**src/rtl/regfile_pkg.sv**
```systemverilog
// rtl/regfile_pkg.sv - shared clear-FSM state type and address sizing helper for reg_file_param
package regfile_pkg;

  typedef enum logic [1:0] {
    IDLE  = 2'd0,
    CLEAR = 2'd1,
    DONE  = 2'd2
  } clr_state_t;

  // Address width for a given depth; a 1-entry file would otherwise get a zero-width address.
  function automatic int addr_w(input int num_regs);
    return (num_regs > 1) ? $clog2(num_regs) : 1;
  endfunction

endpackage

```
**src/rtl/regfile_clr_fsm.sv**
```systemverilog
// rtl/regfile_clr_fsm.sv - clear sequencer: walks the register array zeroing one entry per cycle
module regfile_clr_fsm
  import regfile_pkg::*;
#(
  parameter int NUM_REGS = 8,
  parameter int ADDR_W   = addr_w(NUM_REGS)
) (
  input  logic              clk,
  input  logic              reset,
  input  logic              clr_req,
  output logic              clr_busy,
  output logic              clr_done,
  output logic              clr_we,
  output logic [ADDR_W-1:0] clr_addr
);

  localparam logic [ADDR_W-1:0] LAST_ADDR = ADDR_W'(NUM_REGS - 1);

  clr_state_t        state_q;
  logic [ADDR_W-1:0] cnt_q;
  logic              busy_q;
  logic              done_q;

  // busy/done are set on the transitions so they track the state with no decode delay.
  always_ff @(posedge clk) begin
    if (!reset) begin
      state_q <= IDLE;
      cnt_q   <= '0;
      busy_q  <= 1'b0;
      done_q  <= 1'b0;
    end else begin
      case (state_q)
        IDLE: begin
          if (clr_req) begin
            state_q <= CLEAR;
            cnt_q   <= '0;
            busy_q  <= 1'b1;
          end
        end
        CLEAR: begin
          if (cnt_q == LAST_ADDR) begin
            state_q <= DONE;
            busy_q  <= 1'b0;
            done_q  <= 1'b1;
          end else begin
            cnt_q <= cnt_q + 1'b1;
          end
        end
        DONE: begin
          state_q <= IDLE;
          done_q  <= 1'b0;
        end
        default: begin
          state_q <= IDLE;
          busy_q  <= 1'b0;
          done_q  <= 1'b0;
        end
      endcase
    end
  end

  assign clr_busy = busy_q;
  assign clr_done = done_q;
  assign clr_we   = busy_q;
  assign clr_addr = cnt_q;

endmodule

```
**src/rtl/reg_file_param.sv**
```systemverilog
// rtl/reg_file_param.sv - NUM_REGS x DATA_W register file, 1 write / 2 registered reads, dirty flags, clear sequencer
// Optional REGFILE_BYPASS_EN: write-first read ports (default is read-first).
module reg_file_param
  import regfile_pkg::*;
#(
  parameter int DATA_W   = 8,
  parameter int NUM_REGS = 8,
  parameter int ADDR_W   = addr_w(NUM_REGS)
) (
  input  logic                clk,
  input  logic                reset,
  input  logic                wr_en,
  input  logic [ADDR_W-1:0]   wr_addr,
  input  logic [DATA_W-1:0]   wr_data,
  output logic                wr_ok,
  input  logic [ADDR_W-1:0]   rd0_addr,
  output logic [DATA_W-1:0]   rd0_data,
  input  logic [ADDR_W-1:0]   rd1_addr,
  output logic [DATA_W-1:0]   rd1_data,
  input  logic                clr_req,
  output logic                clr_busy,
  output logic                clr_done,
  output logic [NUM_REGS-1:0] dirty
);

  localparam logic [ADDR_W:0] NUM_REGS_W = (ADDR_W + 1)'(NUM_REGS);

  logic [NUM_REGS-1:0][DATA_W-1:0] mem_q;
  logic [NUM_REGS-1:0]             dirty_q;
  logic [DATA_W-1:0]               rd0_q, rd0_d;
  logic [DATA_W-1:0]               rd1_q, rd1_d;
  logic                            clr_we;
  logic [ADDR_W-1:0]               clr_addr;
  logic                            wr_in_range, rd0_in_range, rd1_in_range;

  regfile_clr_fsm #(
    .NUM_REGS (NUM_REGS),
    .ADDR_W   (ADDR_W)
  ) u_clr_fsm (
    .clk      (clk),
    .reset    (reset),
    .clr_req  (clr_req),
    .clr_busy (clr_busy),
    .clr_done (clr_done),
    .clr_we   (clr_we),
    .clr_addr (clr_addr)
  );

  // Non-power-of-2 depths leave address codes with no backing entry.
  assign wr_in_range  = {1'b0, wr_addr}  < NUM_REGS_W;
  assign rd0_in_range = {1'b0, rd0_addr} < NUM_REGS_W;
  assign rd1_in_range = {1'b0, rd1_addr} < NUM_REGS_W;

  assign wr_ok = wr_en & ~clr_busy & wr_in_range;

  always_comb begin
    rd0_d = '0;
    if (rd0_in_range) begin
      rd0_d = mem_q[rd0_addr];
`ifdef REGFILE_BYPASS_EN
      if (wr_ok && (wr_addr == rd0_addr)) rd0_d = wr_data;
`endif
    end
  end

  always_comb begin
    rd1_d = '0;
    if (rd1_in_range) begin
      rd1_d = mem_q[rd1_addr];
`ifdef REGFILE_BYPASS_EN
      if (wr_ok && (wr_addr == rd1_addr)) rd1_d = wr_data;
`endif
    end
  end

  // The sequencer owns the write path while busy; wr_ok is already low then.
  always_ff @(posedge clk) begin
    if (!reset) begin
      mem_q   <= '0;
      dirty_q <= '0;
      rd0_q   <= '0;
      rd1_q   <= '0;
    end else begin
      rd0_q <= rd0_d;
      rd1_q <= rd1_d;
      if (clr_we) begin
        mem_q[clr_addr]   <= '0;
        dirty_q[clr_addr] <= 1'b0;
      end else if (wr_ok) begin
        mem_q[wr_addr]   <= wr_data;
        dirty_q[wr_addr] <= 1'b1;
      end
    end
  end

  assign rd0_data = rd0_q;
  assign rd1_data = rd1_q;
  assign dirty    = dirty_q;

endmodule

```
**config.mk**
```make
export PLATFORM = sky130hd
export DESIGN_NAME = reg_file_param
export DESIGN_NICKNAME = d
export VERILOG_FILES = /design/src/rtl/regfile_pkg.sv /design/src/rtl/regfile_clr_fsm.sv /design/src/rtl/reg_file_param.sv
export SDC_FILE = /design/constraint.sdc
export NUM_CORES = 1
export LEC_CHECK = 0
export ABC_AREA = 1
export BUFFER_PORTS_ARGS = -buffer_cell sky130_fd_sc_hd__buf_2
export CAP_MARGIN = 20
export CORE_MARGIN = 10
export CORE_UTILIZATION = 50
export DETAILED_ROUTE_END_ITERATION = 10
export PLACE_DENSITY = 0.7
export REMOVE_ABC_BUFFERS = 1
export SYNTH_ARGS = -nofsm -noshare
export SYNTH_HDL_FRONTEND = slang
export SYNTH_SLANG_ARGS = --single-unit
```
**constraint.sdc**
```tcl
create_clock -name clk -period 1.45 [get_ports clk]
set_input_delay 0.0725 -clock clk [delete_from_list [all_inputs] [get_ports clk]]
set_output_delay 0.0725 -clock clk [all_outputs]
set_load 0.03 [all_outputs]
```
* After elaboration in Yosys (flattened, before gate mapping)
Cells that the tools add are included.
Storage, ports and cells: bits in registers 95, input bits 21, output and inout port bits 27, word-level logic and storage cells 74
Operators by class: add/subtract/negate cells 1, order comparisons 6, equality and inequality tests 6, multiplexer cells 28, bitwise gates (word level) 9, reductions and logical operators 9
Operators by type and width (count):
- $mux 64 | 2
- $and 64x64->64 | 1
- $bwmux 64 | 1
- $not 64->64 | 1
- $bmux 8 s3 | 2
- $demux 8 s3 | 2
- $mux 8 | 6
- $lt 3x4->1 const B | 4
- $and 8x8->8 | 1
- $not 8->8 | 1
- $or 8x8->8 | 1
- $demux 1 s3 | 2
- $ge 3x1->1 const B | 2
- $mux 3 | 2
- $pmux 3 s2 | 1
- $reduce_and 3->1 | 2
- $mux 1 | 5
- $mux 2 | 2
- $ne 2x2->1 const B | 2
- $pmux 2 s2 | 1
- $reduce_and 2->1 | 2
- $reduce_bool 2->1 | 2
- $add 3x1->3 const B | 1
- $eq 3x3->1 const B | 1
- 9 further kinds | 12

* Logic depth before layout (Yosys ltp)
Gate-level depths: netlist of run 1.
word-level depth 7, mapped depth 8, mapped depth without buffers 7

* Hierarchy
A second synthesis of run 1 with hierarchy kept.
Second synthesis, totals: cell total of the unflattened synthesis 736, area total of the unflattened synthesis 4870.9 um^2
Modules (own cells, without submodules):
- reg_file_param | times used 1, cells an instance 687, area an instance 4529.3 um^2, seq. area each 1761.7 um^2
- regfile_clr_fsm | times used 1, cells an instance 49, area an instance 341.6 um^2, seq. area each 140.1 um^2

* Worst setup path after synthesis of run 1
OpenSTA, ideal clock, no wires.
kind reg-to-reg, start register u_clr_fsm.busy_q (netlist: u_clr_fsm.clr_busy), end register mem_q[63] in the netlist's numbering, setup time 0.132 ns, data arrival time 1.275 ns, data required time 1.318 ns, slack 0.042 ns, stages on the path, launching flop included 6, buffers on the path 1, period minus slack after synthesis 1.408 ns, cell sequence dfxtp_1 buf_4 nor2_8 nand3_1 nand3_1 a21oi_1
On the way: cells in the longest elaborated chain, start to end 3, elaborated cells between the ends (all ways) 4, classes of those cells mux (1); bitwise (2); reduce/logical (1)
RTL lines:
- start, declared | RTL line regfile_clr_fsm.sv:21 | logic busy_q;
- start signal, assigned | RTL line regfile_clr_fsm.sv:29 | busy_q <= 1'b0;
- start signal, assigned | RTL line regfile_clr_fsm.sv:37 | busy_q <= 1'b1;
- start signal, assigned | RTL line regfile_clr_fsm.sv:43 | busy_q <= 1'b0;
- $not 1->1 | RTL line reg_file_param.sv:54 | assign wr_ok = wr_en & ~clr_busy & wr_in_range;
- $and 1x1->1 | RTL line reg_file_param.sv:54
- net wr_ok | RTL line reg_file_param.sv:15 | output logic wr_ok,
- $reduce_bool 2->1 (no source line)
- end signal, assigned by index | RTL line reg_file_param.sv:90 | mem_q[wr_addr] <= wr_data;
- end, declared | RTL line reg_file_param.sv:28 | logic [NUM_REGS-1:0][DATA_W-1:0] mem_q;
The timed path passes the listed nets, and every way through them passes these cells. A chain may end at the register's enable or synchronous reset.

* Worst setup path in the final report of run 1
start register u_clr_fsm.cnt_q[1] (netlist: u_clr_fsm.clr_addr[1]), end register mem_q[11] in the netlist's numbering
On the way: cells in the longest elaborated chain, start to end 7, elaborated cells between the ends (all ways) 8, classes of those cells order compare (2); mux (3); bitwise (2); reduce/logical (1)
RTL lines:
- start, declared | RTL line regfile_clr_fsm.sv:20 | logic [ADDR_W-1:0] cnt_q;
- start signal, assigned | RTL line regfile_clr_fsm.sv:46 | cnt_q <= cnt_q + 1'b1;
- $lt 3x4->1 (implied by the code) or $ge 3x1->1 (tied branches) | RTL line reg_file_param.sv:87 | mem_q[clr_addr] <= '0;
- $logic_and 1x1->1 (implied by the code) | RTL line reg_file_param.sv:87
- $mux 8 (implied by the code) | RTL line reg_file_param.sv:87
- $demux 8 s3 * | RTL line reg_file_param.sv:87
- $not 64->64 (no source line) *
- $and 64x64->64 (no source line) *
- $mux 64 * | RTL line reg_file_param.sv:86 | if (clr_we) begin
Mark *: on every way between the ends. The rest lies on a longest branch, timed or not.

==> qor.csv, run 1 <==
metric,value,unit
core footprint,0.009729,mm2
I/O pin total,48,
Worst-Margin Slew,0.3679,ns
Detail Route Antenna Nets,0,
clock power share,0.310,
Std-Cell Rows,36,
Synth Instances,790,
WP data required,1.71,ns
Rel. slew slack,0.7541,
Area after DPL,0.005365,mm2
dpl hpwl,10.74,mm
via count,5320,
crit-path max FO,10,
post-route design area,0.005590,mm2
final setup skew,0.007518,ns
Ant. Diodes,0,
Global Route Usage Sum,0.2057,
initial antenna violation count,0,
leak pwr,2.473,nW
TritonRoute pass-1 iters,7,
Max Cap Violations,0,
hold buffer count at CTS,0,
Die Area,0.01434,mm2
P per Cell Area,955.1,mW/mm2
area growth from synthesis to layout,12.35,%
Nets,846,
Setup CP Type,flop to flop,
status,"complete, no violations",
sequential share of power,0.514,
total negative slack,0,ns
Via density,5.536,
Placer Congestion,0.9029,
Max Freq,699.6,MHz
post-layout minimum cycle time,1.429,ns
CP Launch Type,flop,
Crit. Startpoint,u_clr_fsm.clr_addr[1],
Yosys reg bits,95,
fin crit share,0.9857,
first-pass GRT wire length,24.51,mm
Net Sw Power,1.711,mW
Fillers,958,
crit path DAT,1.68,ns
CTS buffer count,9,
layout cells sized above 1,0.1353,
Worst-Skew Late Latency,0.37,ns
TritonCTS clock tree,built,
Iter 0 DRT Violations,671,
worst hold slack,0.03096,ns
Initial Util,0.5114,
clock sink total,95,
P_int,3.628,mW
RR Startpoint,u_clr_fsm.clr_addr[1],
final hold vios,0,
routed wire length,14.98,mm
Die Y,119.8,um
Net Sw Frac,0.3205,
RSZ-0062 raised after global routing,true,
vias in the first global route,4893,
WL/cell,15.59,um
Unique masters post-synth,24,
Longest Clk Path Bufs,2,
final setup vio count,0,
Mean Syn Cell Area,6.299,um2
Gate power share,0.175,
Overflow after GRT,0,
CP endpoint kind,flop,
clock-pin slew on the worst setup and hold paths,0.10,ns
Peak VDD IR,0.0005163,V
depth of the CTS H-tree,3,
Root Driver,clkbuf_8,
drc violations,0,
Hold Path Origin,clr_req,
YS warnings,0,
Total Power,5.339,mW
min-delay worst type,input pin to flop,
Port Buffer Count,47,
Final Max Tran Viols,0,
largest net degree at the start of global routing,69,
"Seq/Total Area, Yosys",0.3822,
mapped cell area,0.004976,mm2
DIE WIDTH,119.8,um
[what timing repair did]
item | CTS | global route
buffers inserted | 0 | 1
resized for setup | 0 | 12
setup endpoints to repair | 0 | 62
[cells in the mapped netlist, drive strengths merged]
| library cell | number | share of area |
|---|---|---|
| clkinv | 1 | 0.00075 |
| buf | 21 | 0.022 |
| nand3 | 160 | 0.17 |
| nand3b | 1 | 0.0015 |
| o21ai | 9 | 0.0091 |
| nor3 | 2 | 0.0043 |
| ha | 2 | 0.0050 |
| nor2 | 62 | 0.056 |
| a21oi | 76 | 0.076 |
| nand4 | 6 | 0.0075 |
| clkbuf | 26 | 0.020 |
| nor3b | 1 | 0.0015 |
| dfxtp | 95 | 0.38 |
| inv | 84 | 0.063 |
| nand2 | 244 | 0.18 |
[final cells by class]
class / count / area (um2) / area share
Clock inverter: 6 / 51.30 / 0.009176
Inverter: 85 / 322.8 / 0.05774
Multi-Input combinational cell: 563 / 2580 / 0.4615
Timing Repair Buffer: 69 / 437.9 / 0.07833
Sequential cell: 95 / 1904 / 0.3406
Tap cell: 133 / 166.4 / 0.02977
Clock buffer: 10 / 127.6 / 0.02283
[kinds of logic after synthesis]
group | Yosys count | synth area share
compound gates | 85 | 0.08549
fa+ha+maj | 2 | 0.005028
buf+inv | 132 | 0.1059
flops | 95 | 0.3822
simple gates | 476 | 0.4214
[sequential cells by signal (all words and copies together) (netlist names)]
name,flops
u_clr_fsm.clr_addr,3
rd0_data,8
u_clr_fsm.state_q,2
mem_q,64
dirty,8
u_clr_fsm.clr_busy,1
u_clr_fsm.clr_done,1
rd1_data,8
[per-layer routing]
layer	global-route usage	share of wire	routed length, um
met1	0.2822	0.45	6692
met2	0.3074	0.44	6611
met3	0.05063	0.097	1460
met4	0.07089	0.015	218
met5	0	0	0
[layout by cell type (no fill, tap or decap)]
cell type / n
nand2_1: 242
nand3_1: 158
dfxtp_1: 93
inv_1: 76
a21oi_1: 74
nor2_1: 53
buf_2: 47
buf_4: 19
o21ai_0: 9
clkbuf_8: 9
inv_2: 8
nand4_1: 6
nor2_4: 5
clkinvlp_4: 4
nor2_2: 3
buf_12: 3
a21oi_2: 2
nand3_4: 2
inv_6: 2
dfxtp_2: 2
nor3_1: 1
nor3b_1: 1
nor2_8: 1
nand2_4: 1
nor3_4: 1
nand3b_1: 1
nand2_2: 1
ha_1: 1
ha_2: 1
clkbuf_1: 1
inv_8: 1
[final timing paths]
kind / to / slack (ns) / cells past startpoint
setup / recovery: mem_q[11] / 0.02 / 5
hold / removal: u_clr_fsm.clr_busy / 0.03 / 3
setup reg to reg: mem_q[11] / 0.02 / 5
hold reg to reg: u_clr_fsm.clr_done / 0.48 / 1
[power groups by stage]
stage / clock network (mW) / registers [mW] / logic, mW
2_1_floorplan: 0 / 2.88 / 0.453
3_3_place_gp: 0 / 2.80 / 0.894
3_5_place_dp: 0 / 2.80 / 0.905
4_1_cts: 1.68 / 2.74 / 0.909
5_1_grt: 1.78 / 2.76 / 1.03
6_report: 1.66 / 2.75 / 0.936
[worst max-delay path, stage by stage, from the launching register on]
cell and delay (ns):
dfxtp_1 0.32, buf_4 0.17, nor2_1 0.22, nand3_1 0.34
nand3_1 0.21, a21oi_1 0.07
[stage by stage]
stage / cells / setup WS [ns] / util
2_1_floorplan: 743 / -0.1023 / -
3_3_place_gp: 944 / 0.07480 / 0.5514
3_5_place_dp: 944 / 0.01328 / 0.5514
4_1_cts: 960 / 0.007817 / 0.5698
5_1_grt: 961 / -0.09385 / 0.5746
6_report: 961 / 0.02070 / 0.5746
(Power assumes the default switching activity.)
==> run 2: changes to the inputs <==
==> constraint.sdc (replaced) <==
create_clock -name clk -period 1.45 [get_ports clk]
set_input_delay 0.29 -clock clk [delete_from_list [all_inputs] [get_ports clk]]
set_output_delay 0.29 -clock clk [all_outputs]
set_load 0.03 [all_outputs]
==> run 2 against run 1 <==
Critical endpoint is now u_clr_fsm.clr_addr[2]. Critical path depth is 2 higher. Total power shrank 0.35%. Combinational power grew 3.6%. Cell count grew 0.31%. Final area rose by 1.3%. Utilization grew 0.75 points.
==> qor.csv, run 2 (synthesized netlist as in run 1, its figures left out) <==
metric,value,unit
Max Cap Violations,0,
CP max stage cell,dfxtp_2,
core footprint,0.009729,mm2
crit path cell chain,ha_1 -> ha_2 -> nand3b_1 -> nand2_2 -> inv_1 -> a21oi_1 -> nor2_1,
final core utilization,0.5820,
min-delay worst type,input pin to flop,
Port Buffer Count,47,
crit path DAT,1.63,ns
Detail Route Antenna Nets,0,
Area after DPL,0.005450,mm2
Nets,850,
status,"complete, no violations",
via count,5323,
final setup skew,0.01483,ns
Initial Util,0.5114,
Placer Congestion,0.9110,
crit-path max FO,4,
Max Freq,728.1,MHz
initial antenna violation count,0,
Global Route Usage Sum,0.2115,
final hold vios,0,
most frequent cells in the layout,"242 x nand2_1, 156 x nand3_1, 93 x dfxtp_1",
layout cells sized above 1,0.1348,
TritonCTS clock tree,built,
WP data required,1.71,ns
leak pwr,2.518,nW
fin crit share,0.9472,
Die Y,119.8,um
Reg with most FFs,mem_q,
post-layout minimum cycle time,1.373,ns
area growth from synthesis to layout,13.80,%
Iter 0 DRT Violations,532,
WL/cell,16.05,um
Reg2Reg Setup Slack,0.08,ns
routed wire length,15.47,mm
CP endpoint kind,flop,
Root Driver,clkbuf_8,
clock-pin slew on the worst setup and hold paths,0.09,ns
clock sink total,95,
Ant. Diodes,0,
depth of the CTS H-tree,3,
Longest Clk Path Bufs,2,
Worst-Margin Slew,0.3602,ns
Place WS,0.02649,ns
TritonRoute pass-1 iters,5,
Std-Cell Rows,36,
drc violations,0,
Rel. slew slack,0.7591,
DIE WIDTH,119.8,um
Overflow after GRT,0,
Peak VDD IR,0.0006064,V
Setup CP Type,flop to flop,
"most common cell after layout, fill and taps aside",nand2_1,
CP Launch Type,flop,
P per Cell Area,939.6,mW/mm2
max incr delay on CP,0.33,ns
dpl hpwl,11.09,mm
vias in the first global route,4922,
final setup vio count,0,
largest net degree at the start of global routing,34,
Via density,5.522,
hold buffer count at CTS,0,
Die Area,0.01434,mm2
Worst-Skew Late Latency,0.36,ns
RSZ-0062 raised after global routing,true,
Final Max Tran Viols,0,
first-pass GRT wire length,25.01,mm
CTS buffer count,9,
Final WS setup,0.07656,ns
post-route design area,0.005663,mm2
max FFs per register,64,
I/O pin total,48,
## run 2: cell types whose count changed in the layout (fill, tap and decap cells not counted), moves of 2 or more
| cell | before | now |
|---|---|---|
| a21oi_1 | 74 | 76 |
| nor2_2 | 3 | 6 |
| nand3_2 | 0 | 2 |
| inv_6 | 2 | 0 |
| nor2_4 | 5 | 2 |
| a21oi_2 | 2 | 0 |
| buf_12 | 3 | 8 |
| clkbuf_8 | 9 | 11 |
| nand3_1 | 158 | 156 |
| clkinvlp_4 | 4 | 1 |
## run 2: what timing repair did
| action | CTS | global route |
|---|---|---|
| gates resized for setup | 2 | 6 |
| setup endpoints to repair | 5 | 17 |
| endpoints found under the hold margin | 0 | 0 |
| pin swaps | 1 | 1 |
| buffers inserted | 1 | 1 |
## run 2: layout make-up
| type | instances | area, um2 |
|---|---|---|
| well taps | 133 | 166.4 |
| clock inverters | 2 | 16.27 |
| repair buffers | 73 | 533.0 |
| fillers | 996 | 4066 |
| flip-flops and latches | 95 | 1907 |
| inverters | 85 | 319.1 |
| clock buffers | 13 | 158.9 |
| multi-input cells | 563 | 2562 |
## run 2: power by group
part	switching [mW]	leakage, nW	internal, mW	total (mW)
Clock	0.894	0.0857	0.714	1.61
Sequential	0.0526	0.773	2.69	2.74
Combinational	0.657	1.66	0.312	0.970
## run 2: worst max-delay path: cells and delay by family (launching register included)
family	cells	cell delay [ns]
AOI/OAI and AO/OA	1	0.12
adders and majority gates	2	0.37
buffers and inverters	1	0.07
DFF	1	0.33
and+or+nand+nor	3	0.38
## run 2: worst paths after layout
kind,cells after the start,endpoint,start
setup / recovery,7,u_clr_fsm.clr_addr[2],u_clr_fsm.clr_addr[0]
hold / removal,3,u_clr_fsm.clr_busy,clr_req
setup reg to reg,7,u_clr_fsm.clr_addr[2],u_clr_fsm.clr_addr[0]
hold reg to reg,2,mem_q[26],mem_q[26]
## run 2: metrics by stage
stage	TNS (ns)	hold WS (ns)	std cells	total power, mW
final	0	0.2505	964	5.321
after global routing	-0.02704	0.2492	964	5.563
after CTS	0	0.2178	963	5.321
after detailed placement	0	0.4747	947	3.744
after global placement	0	0.4683	947	3.724
after floorplan	-3.468	0.4107	743	3.336
## run 2: layer usage
metal	wire length, um	part of all wire	track usage	vias to the layer above
met3	1539	0.099	0.04641	30
met1	6804	0.44	0.2874	2432
li1	-	-	-	2590
met2	6844	0.44	0.3246	271
met4	279	0.018	0.07089	0
met5	0	0	0	-
